<file path="config.mk">
export PLATFORM = sky130hd
export DESIGN_NAME = frame_writer
export DESIGN_NICKNAME = d
export VERILOG_FILES = /design/src/rtl/frame_writer.sv
export SDC_FILE = /design/constraint.sdc
export NUM_CORES = 1
export LEC_CHECK = 0
export BUFFER_PORTS_ARGS = -buffer_cell sky130_fd_sc_hd__buf_2
export CAP_MARGIN = 40
export CELL_PAD_IN_SITES_DETAIL_PLACEMENT = 0
export CELL_PAD_IN_SITES_GLOBAL_PLACEMENT = 1
export CORE_MARGIN = 5
export CORE_UTILIZATION = 35
export DETAILED_ROUTE_END_ITERATION = 10
export PLACE_DENSITY = 0.77
export SLEW_MARGIN = 30
export SYNTH_ARGS = -nofsm -noshare
export SYNTH_HDL_FRONTEND = slang
export SYNTH_SLANG_ARGS = --single-unit
</file>
<file path="constraint.sdc">
create_clock -name clk -period 6.3 [get_ports clk]
set_input_delay 0.945 -clock clk [delete_from_list [all_inputs] [get_ports clk]]
set_output_delay 0.945 -clock clk [all_outputs]
set_load 0.1 [all_outputs]
</file>
<file path="src/rtl/frame_writer.sv">
// frame_writer: byte-serial RGB565 camera capture into a single frame buffer.
// Pairs camera bytes into 16-bit pixels, writes them at sequential addresses,
// and flags frame completion on pixel_vsync. One frame is captured per reset.
// Optional build macro: FRAME_WRITER_DECIMATE_EN (2x2 decimation, keeps even
// pixels of even lines).
module frame_writer #(
  parameter logic VSYNC_ACTIVE = 1'b0,
  parameter int   ADDR_W       = 17,
  parameter int   FRAME_PIXELS = 76800
) (
  input  logic              clk,
  input  logic              reset,
  input  logic              select,
  input  logic              cam_vsync,
  input  logic              cam_href,
  input  logic [7:0]        cam_data,
  output logic              wr_en,
  output logic [ADDR_W-1:0] wr_addr,
  output logic [15:0]       wr_data,
  output logic              pixel_vsync,
  output logic              frame_overflow
);

  // Count is one bit wider than the address so it can hold FRAME_PIXELS itself.
  localparam logic [ADDR_W:0] FRAME_LIMIT = (ADDR_W+1)'(FRAME_PIXELS);

  typedef enum logic [1:0] {WAIT_VS, WAIT_START, CAPTURE, DONE} state_t;

  state_t            state_reg, state_next;
  logic              cam_vsync_q, cam_href_q;
  logic [7:0]        cam_data_q;
  logic              vsync_prev_reg;
  logic              phase_reg, phase_next;
  logic [7:0]        hi_reg, hi_next;
  logic [ADDR_W:0]   count_reg, count_next;
  logic              wr_en_reg, wr_en_next;
  logic [ADDR_W-1:0] wr_addr_reg, wr_addr_next;
  logic [15:0]       wr_data_reg, wr_data_next;
  logic              pixel_vsync_reg, pixel_vsync_next;
  logic              overflow_reg, overflow_next;
  logic              keep_pixel;
  logic              vs_rise, vs_fall;

  assign vs_rise = cam_vsync_q & ~vsync_prev_reg;
  assign vs_fall = ~cam_vsync_q & vsync_prev_reg;

`ifdef FRAME_WRITER_DECIMATE_EN
  logic href_prev_reg;
  logic line_odd_reg, line_odd_next;
  logic pix_odd_reg, pix_odd_next;

  // Only the parity of the line and pixel indices matters for 2x2 decimation.
  always_ff @(posedge clk) begin
    if (reset) begin
      href_prev_reg <= 1'b0;
      line_odd_reg  <= 1'b0;
      pix_odd_reg   <= 1'b0;
    end else begin
      href_prev_reg <= cam_href_q;
      line_odd_reg  <= line_odd_next;
      pix_odd_reg   <= pix_odd_next;
    end
  end

  // Track line parity (href falls) and pixel parity (cleared at href rise).
  always_comb begin
    line_odd_next = line_odd_reg;
    pix_odd_next  = pix_odd_reg;
    keep_pixel    = ~line_odd_reg & ~pix_odd_reg;
    if (state_reg == WAIT_START) begin
      line_odd_next = 1'b0;
      pix_odd_next  = 1'b0;
    end else if (state_reg == CAPTURE) begin
      if (href_prev_reg && !cam_href_q) line_odd_next = ~line_odd_reg;
      if (cam_href_q && !href_prev_reg) pix_odd_next = 1'b0;
      else if (cam_href_q && phase_reg) pix_odd_next = ~pix_odd_reg;
    end
  end
`else
  assign keep_pixel = 1'b1;
`endif

  // Input stage: register the camera signals once before any decision.
  always_ff @(posedge clk) begin
    if (reset) begin
      cam_vsync_q    <= 1'b0;
      cam_href_q     <= 1'b0;
      cam_data_q     <= 8'h00;
      vsync_prev_reg <= 1'b0;
    end else begin
      cam_vsync_q    <= cam_vsync;
      cam_href_q     <= cam_href;
      cam_data_q     <= cam_data;
      vsync_prev_reg <= cam_vsync_q;
    end
  end

  // FSM state register.
  always_ff @(posedge clk) begin
    if (reset) state_reg <= WAIT_VS;
    else       state_reg <= state_next;
  end

  // Datapath and output registers.
  always_ff @(posedge clk) begin
    if (reset) begin
      phase_reg       <= 1'b0;
      hi_reg          <= 8'h00;
      count_reg       <= '0;
      wr_en_reg       <= 1'b0;
      wr_addr_reg     <= '0;
      wr_data_reg     <= 16'h0000;
      pixel_vsync_reg <= ~VSYNC_ACTIVE;
      overflow_reg    <= 1'b0;
    end else begin
      phase_reg       <= phase_next;
      hi_reg          <= hi_next;
      count_reg       <= count_next;
      wr_en_reg       <= wr_en_next;
      wr_addr_reg     <= wr_addr_next;
      wr_data_reg     <= wr_data_next;
      pixel_vsync_reg <= pixel_vsync_next;
      overflow_reg    <= overflow_next;
    end
  end

  // Next-state and datapath logic; frame end and select take priority over pixels.
  always_comb begin
    state_next       = state_reg;
    phase_next       = 1'b0;
    hi_next          = hi_reg;
    count_next       = count_reg;
    wr_en_next       = 1'b0;
    wr_addr_next     = wr_addr_reg;
    wr_data_next     = wr_data_reg;
    pixel_vsync_next = pixel_vsync_reg;
    overflow_next    = overflow_reg;
    case (state_reg)
      WAIT_VS: begin
        if (cam_vsync_q) state_next = WAIT_START;
      end
      WAIT_START: begin
        if (vs_fall && !select) state_next = CAPTURE;
      end
      CAPTURE: begin
        if (select) begin
          // Controller took the buffer: stop writing. This is an abort, not a
          // completed frame, so pixel_vsync is left idle.
          state_next = DONE;
        end else if (vs_rise) begin
          state_next       = DONE;
          pixel_vsync_next = VSYNC_ACTIVE;
        end else if (cam_href_q) begin
          if (!phase_reg) begin
            hi_next    = cam_data_q;
            phase_next = 1'b1;
          end else if (keep_pixel) begin
            if (count_reg < FRAME_LIMIT) begin
              wr_en_next   = 1'b1;
              wr_addr_next = count_reg[ADDR_W-1:0];
              wr_data_next = {hi_reg, cam_data_q};
              count_next   = count_reg + (ADDR_W+1)'(1);
            end else begin
              overflow_next = 1'b1;
            end
          end
        end
      end
      default: ;
    endcase
  end

  assign wr_en          = wr_en_reg;
  assign wr_addr        = wr_addr_reg;
  assign wr_data        = wr_data_reg;
  assign pixel_vsync    = pixel_vsync_reg;
  assign frame_overflow = overflow_reg;

endmodule
</file>
==> results_dict.tcl, run 1 <==
set metrics [dict create \
    rows 34 \
    max_freq_mhz 434 \
    floorplan.io_pins 49 \
    post_synth_xor_area_fraction 0 \
    share_seq_of_total_power 0.495 \
    drt_pass1_iterations 4 \
    timing_hold_violations_final 0 \
    largest_register_ffs 18 \
    clock_share_of_power 0.442 \
    vias_per_cell 5.25 \
    cts_root_buf "clkbuf_8" \
    sequential_to_total_area_share_from_yosys_stat 0.480 \
    timing.critical_path.arrival_ps 2540 \
    drtIter0Drc 94 \
    post_cts.resized_instances 0 \
    worstMarginPinSlew_ps 772 \
    final_antenna_net_count 0 \
    synth-edff-count 0 \
    synth_fp_nets 368 \
    cp_max_fo 56 \
    syn-cell-area_um2 3170 \
    synth_mux_area_frac 0.0635 \
    fillerInstances 891 \
    cts_tree "done" \
    clk_transition_reported_paths_ps 80 \
    power.internal_uw 780 \
    wire_length_of_the_first_global_routing_pass_mm 11.8 \
    final.min_clock_period_ps 2310 \
    slew_violations 0 \
    finClkSkew_ps 11.6 \
    largest_family_of_logic_cells_by_synthesized_area "simple AND/OR/NAND/NOR gates" \
    ff2ff_path_depth 6 \
    place_congestion 0.749 \
    cts_num_sinks 76 \
    flow.area_growth_from_synthesis_pct 17.0 \
    power.share.combinational 0.062 \
    ctsHoldBuffers 0 \
    number_of_antenna_violations_at_the_first_check_in_global_routing 0 \
    detailroute.via_count 2605 \
    yosys.area_share.adder 0.0237 \
    post-cts-setup-buffers 0 \
    dominantRegCellSynth "dfxtp_1" \
    power_mw 1.00 \
    period_share 0.366 \
    worst_hold_slack_ps 452 \
    finish.net_count 403 \
    drt-total-wl_mm 7.12 \
    yosys.cell_types.count 42 \
    grt_overflow_total 0 \
    drive_above_1_share 0.219 \
    chipWidth_um 105 \
    yosys.area_share.simple 0.227 \
    layout.cell_area.non_filler_um2 3710 \
    post_synth.cell_area_avg_um2 9.08 \
    hold_class "reg -> reg" \
    cts_buffers 9 \
    critical_path.slowest_cell "or3_4" \
    grt_usage 0.128 \
    synth_compound_area_frac 0.152 \
    leakage_power_figure_nw 1.37 \
    start_kind "flip-flop" \
    rsz0062_at_grt "false" \
    die_y_um 105 \
    net-switching-power_uw 223 \
    maximum_clock_insertion_buffer_count 2 \
    area_of_the_die_um2 11100 \
    hold_depth 1 \
    endpoint_kind "flip-flop" \
    effective_utilization_at_floorplan 0.362 \
    register_bit_total_from_synthesis 76 \
    worst_stage_delay_on_the_critical_path_ps 600 \
    clock_insertion_delay_worst_skew_ps 350 \
    grt_max_degree 88 \
    routed_wire_length_per_instance_um 14.3 \
    remaining_drc_errors 0 \
    timing.max_slew.rel_slack 0.485 \
    switching_share 0.223 \
    power.density_cell_area_nw_per_um2 271 \
    vdd_drop_max_uv 119 \
    design.core.area_um2 8760 \
    cap_viol_max_count 0 \
    place_hpwl_mm 4.37 \
    placedInstanceArea_um2 3450 \
    setup-violations-final 0 \
    synthCells 349 \
    status "complete, no violations" \
    yosysWarningCount 0 \
    place.port_buffers 48 \
    antennaDiodeCount 0 \
    cts.htree.levels 3 \
    worst_ep_required_time_ps 6530 \
    worstPathCellList "inv_1, ha_1, nand3_2, or3_4, nor4b_1, mux2_1" \
    vias_in_the_first_global_route 2384 \
    timing_worst_setup_path_type "reg -> reg" \
    ffs_w_async_s_r_synth 0 \
    finalSetupTns_ps 0 \
]
## cell usage after synthesis (2+ instances only)
master / n / area share
inv_1: 8 / 0.0095
mux2i_1: 10 / 0.032
nor4_2: 5 / 0.020
or4_1: 6 / 0.014
nand2b_1: 3 / 0.0059
nand2_1: 8 / 0.0095
nor2b_1: 19 / 0.037
a21oi_1: 43 / 0.068
nor4_4: 2 / 0.013
o31ai_1: 5 / 0.012
ha_1: 6 / 0.024
nand4_1: 2 / 0.0039
and3_1: 2 / 0.0039
buf_2: 4 / 0.0063
nand3_1: 40 / 0.063
nor2_1: 22 / 0.026
mux2_1: 7 / 0.025
clkbuf_1: 21 / 0.025
buf_1: 3 / 0.0036
o21ai_0: 35 / 0.055
mux2_2: 2 / 0.0071
dfxtp_1: 76 / 0.48
## kinds of logic after synthesis
logic type	Yosys count
AO/OA/AOI/OAI	90
adder cells (fa/ha/maj)	6
buffers and inverters	38
flip-flops	76
multiplexers	19
AND/OR/NAND/NOR	120
## worst max-delay path, delay by kind of cell (launching register included)
family | cells | cell delay [ps]
multiplexers | 1 | 360
flip-flops | 1 | 350
buffers and inverters | 1 | 100
AND/OR/NAND/NOR | 3 | 1140
adder cells (fa/ha/maj) | 1 | 240
## per-layer routing
metal  track usage  vias up  part of all wire
li1              -     1302                 -
met1         0.172     1239              0.49
met2         0.196       56              0.45
met3        0.0425        8             0.054
met4        0.0384        0             0.010
met5             0        -                 0
## cells in the final DEF, fill, tap and decap left out, types with 2 or more instances in the layout
master and n:
nand2_1 8, nor4_2 6, mux2_1 7, a21oi_1 43, o21ai_0 35, nor4_4 2
nor2_1 22, clkbuf_8 9, nand2b_1 3, inv_1 8, ha_1 6, buf_4 4
and3_1 2, mux2i_1 10, mux2_2 2, nand4_1 2, nor2b_1 19, bufinv_16 3
nand3_1 40, o31ai_1 5, dfxtp_1 76, or4_1 6, buf_2 48
## power by group through the flow
stage | clock network (mW) | registers (mW) | logic [mW]
finish | 0.444 | 0.497 | 0.0626
global route | 0.479 | 0.499 | 0.0720
CTS | 0.455 | 0.497 | 0.0618
detailed placement | 0 | 0.508 | 0.0616
global placement | 0 | 0.508 | 0.0599
floorplan | 0 | 0.508 | 0.0461
## layout make-up
class | count | area [um^2] | share of cell area
Inverter | 8 | 30.0 | 0.00810
Tap cell | 108 | 135 | 0.0364
Multi-Input combinational cell | 235 | 1490 | 0.402
Clock buffer | 9 | 124 | 0.0334
Clock inverter | 6 | 113 | 0.0304
Sequential cell | 76 | 1520 | 0.410
Timing Repair Buffer | 54 | 295 | 0.0796
## through the flow
step / cells / worst slack [ps] / util
detailed placement: 479 / 3660 / 0.393
global placement: 479 / 3670 / 0.393
global route: 496 / 3880 / 0.423
CTS: 494 / 3930 / 0.420
floorplan: 349 / 4000 / -
finish: 496 / 3990 / 0.423
## worst paths after layout
| path | from | to | slack, ps |
|---|---|---|---|
| max | state_reg[0] | count_reg[10] | 3990 |
| max reg2reg | state_reg[0] | count_reg[10] | 3990 |
| min reg2reg | pixel_vsync | pixel_vsync | 450 |
| min | pixel_vsync | pixel_vsync | 450 |
Power figures use the tool's default switching activity.
==> run 2, diff against run 1 <==
Settings changed: PLACE_DENSITY 0.77 to 0.79.
Clock period 6.3 ns to 1.96 ns, I/O delays scaled along.
==> run 2 against run 1 <==
Compared with the run above:
- non-clock buffer count is 19 higher
- combinational power grew to 4.3 times the previous value
- critical path depth is 1 lower
- count of clock-buffer cells in the layout stayed put
- via count is 1.8% higher
- final cell count is 4.4% higher
- sequential cell count stayed put
- register-to-register slack worse by 3900 ps
- utilization is 2.6 points higher
- global-route usage is 0.41 points higher
- total power grew to 3.0 times the previous value
- critical endpoint unchanged
- largest cell class is now multi-input gates
==> results_dict.tcl, run 2 (synthesis results as in run 1) <==
set metrics [dict create \
    status "complete, no violations" \
    clock_share_of_power 0.373 \
    final.min_clock_period_ps 1910 \
    place.port_buffers 48 \
    dp_worst_setup_slack_ps 4.75 \
    grt_max_degree 37 \
    design.core.area_um2 8760 \
    worstMarginPinSlew_ps 509 \
    drtIter0Drc 122 \
    worst_stage_delay_on_the_critical_path_ps 490 \
    clock_insertion_delay_worst_skew_ps 350 \
    vias_per_cell 5.12 \
    share_seq_of_total_power 0.536 \
    worst_hold_slack_ps 142 \
    timing_hold_violations_final 0 \
    grt_usage 0.132 \
    timing.final.ws_setup_ps 53.9 \
    area_of_the_die_um2 11100 \
    wire_length_of_the_first_global_routing_pass_mm 12.2 \
    final_antenna_net_count 0 \
    rows 34 \
    cts_tree "done" \
    start_kind "flip-flop" \
    grt_overflow_total 0 \
    drive_above_1_share 0.280 \
    setup-violations-final 0 \
    cts_num_sinks 76 \
    routed_wire_length_per_instance_um 14.4 \
    power_mw 2.97 \
    detailroute.via_count 2652 \
    layout.core_utilization 0.449 \
    die_y_um 105 \
    timing_worst_setup_path_type "reg -> reg" \
    finClkSkew_ps 12.3 \
    rsz0062_at_grt "true" \
    slew_violations 0 \
    number_of_antenna_violations_at_the_first_check_in_global_routing 0 \
    largest_register_ffs 18 \
    power.density_cell_area_nw_per_um2 756 \
    worst_ep_required_time_ps 2210 \
    flow.area_growth_from_synthesis_pct 24.1 \
    remaining_drc_errors 0 \
    effective_utilization_at_floorplan 0.362 \
    cts_root_buf "clkbuf_8" \
    period_share 0.973 \
    max_freq_mhz 525 \
    vias_in_the_first_global_route 2555 \
    leakage_power_figure_nw 1.45 \
    switching_share 0.267 \
    place_hpwl_mm 4.70 \
    critical_path.slowest_cell "or3_4" \
    net-switching-power_uw 793 \
    vdd_drop_max_uv 517 \
    hold_class "in -> reg" \
    maximum_clock_insertion_buffer_count 2 \
    power.internal_mw 2.18 \
    cts.htree.levels 3 \
    layout_common_cells "76 x dfxtp_1, 48 x buf_2, 41 x a21oi_1" \
    drt_pass1_iterations 4 \
    worstPathCellList "ha_4, nand3_4, or3_4, nor4b_4, mux2_4" \
    antennaDiodeCount 0 \
    drt-total-wl_mm 7.45 \
    reg2reg_slack_ps 50 \
    cp_max_fo 6 \
    clk_transition_reported_paths_ps 90 \
    cap_viol_max_count 0 \
    ctsHoldBuffers 0 \
    finish.net_count 424 \
    power.share.combinational 0.091 \
    timing.critical_path.arrival_ps 2150 \
    finalSetupTns_ps 0 \
    endpoint_kind "flip-flop" \
    place_congestion 0.807 \
    mostFrequentLayoutCell "dfxtp_1" \
    floorplan.io_pins 49 \
    chipWidth_um 105 \
    timing.max_slew.rel_slack 0.663 \
    cts_buffers 9 \
]
-- run 2: cell count changes in the layout (fill, tap and decap cells not counted), sizes merged --
cell / previous run / this run
bufinv: 3 / 0
clkinvlp: 0 / 4
inv: 9 / 11
buf: 53 / 73
or3: 2 / 4
clkinv: 2 / 0
clkbuf: 10 / 9
-- run 2: power groups by stage --
stage                     clock [mW]  sequential, mW  combinational [mW]
after floorplan                    0            1.64               0.157
after global placement             0            1.63               0.239
after detailed placement           0            1.63               0.243
after CTS                       1.14            1.59               0.245
after global routing            1.23            1.60               0.299
final                           1.11            1.60               0.269
-- run 2: cell type report --
class / instances / area (um^2)
Fill cell: 866 / 4830
Multi-Input combinational cell: 237 / 1590
Sequential cell: 76 / 1520
Timing Repair Buffer: 73 / 478
Tap cell: 108 / 135
Clock buffer: 9 / 124
Clock inverter: 7 / 58.8
Inverter: 8 / 30.0
-- run 2: critical path, delay by kind of cell (launching register included) --
kind	cells	cell delay (ps)
adders and majority gates	1	180
muxes	1	320
DFF	1	390
and+or+nand+nor	3	900
-- run 2: through the flow --
step	instances	instance area [um^2]
CTS	512	3810
global placement	496	3620
detailed placement	496	3620
global route	518	3940
finish	518	3940
floorplan	349	3180
-- run 2: worst paths after layout --
path / startpoint / to / cells after the start
max reg2reg: state_reg[1] / count_reg[10] / 5
min: cam_data[3] / cam_data_q[3] / 2
max: state_reg[1] / count_reg[10] / 5
min reg2reg: pixel_vsync / pixel_vsync / 1
-- run 2: per-layer routing --
| metal | vias up | wire length [um] | global-route usage |
|---|---|---|---|
| met2 | 51 | 3580 | 0.208 |
| met4 | 0 | 42 | 0.0438 |
| met3 | 4 | 372 | 0.0456 |
| li1 | 1352 | - | - |
| met1 | 1245 | 3460 | 0.170 |
| met5 | - | 0 | 0 |
-- run 2: timing repair --
action,in CTS,in global routing
pin swaps,0,8
buffers inserted,0,4
cloned,0,2
endpoints found under the setup margin,2,16
gates resized for setup,0,16
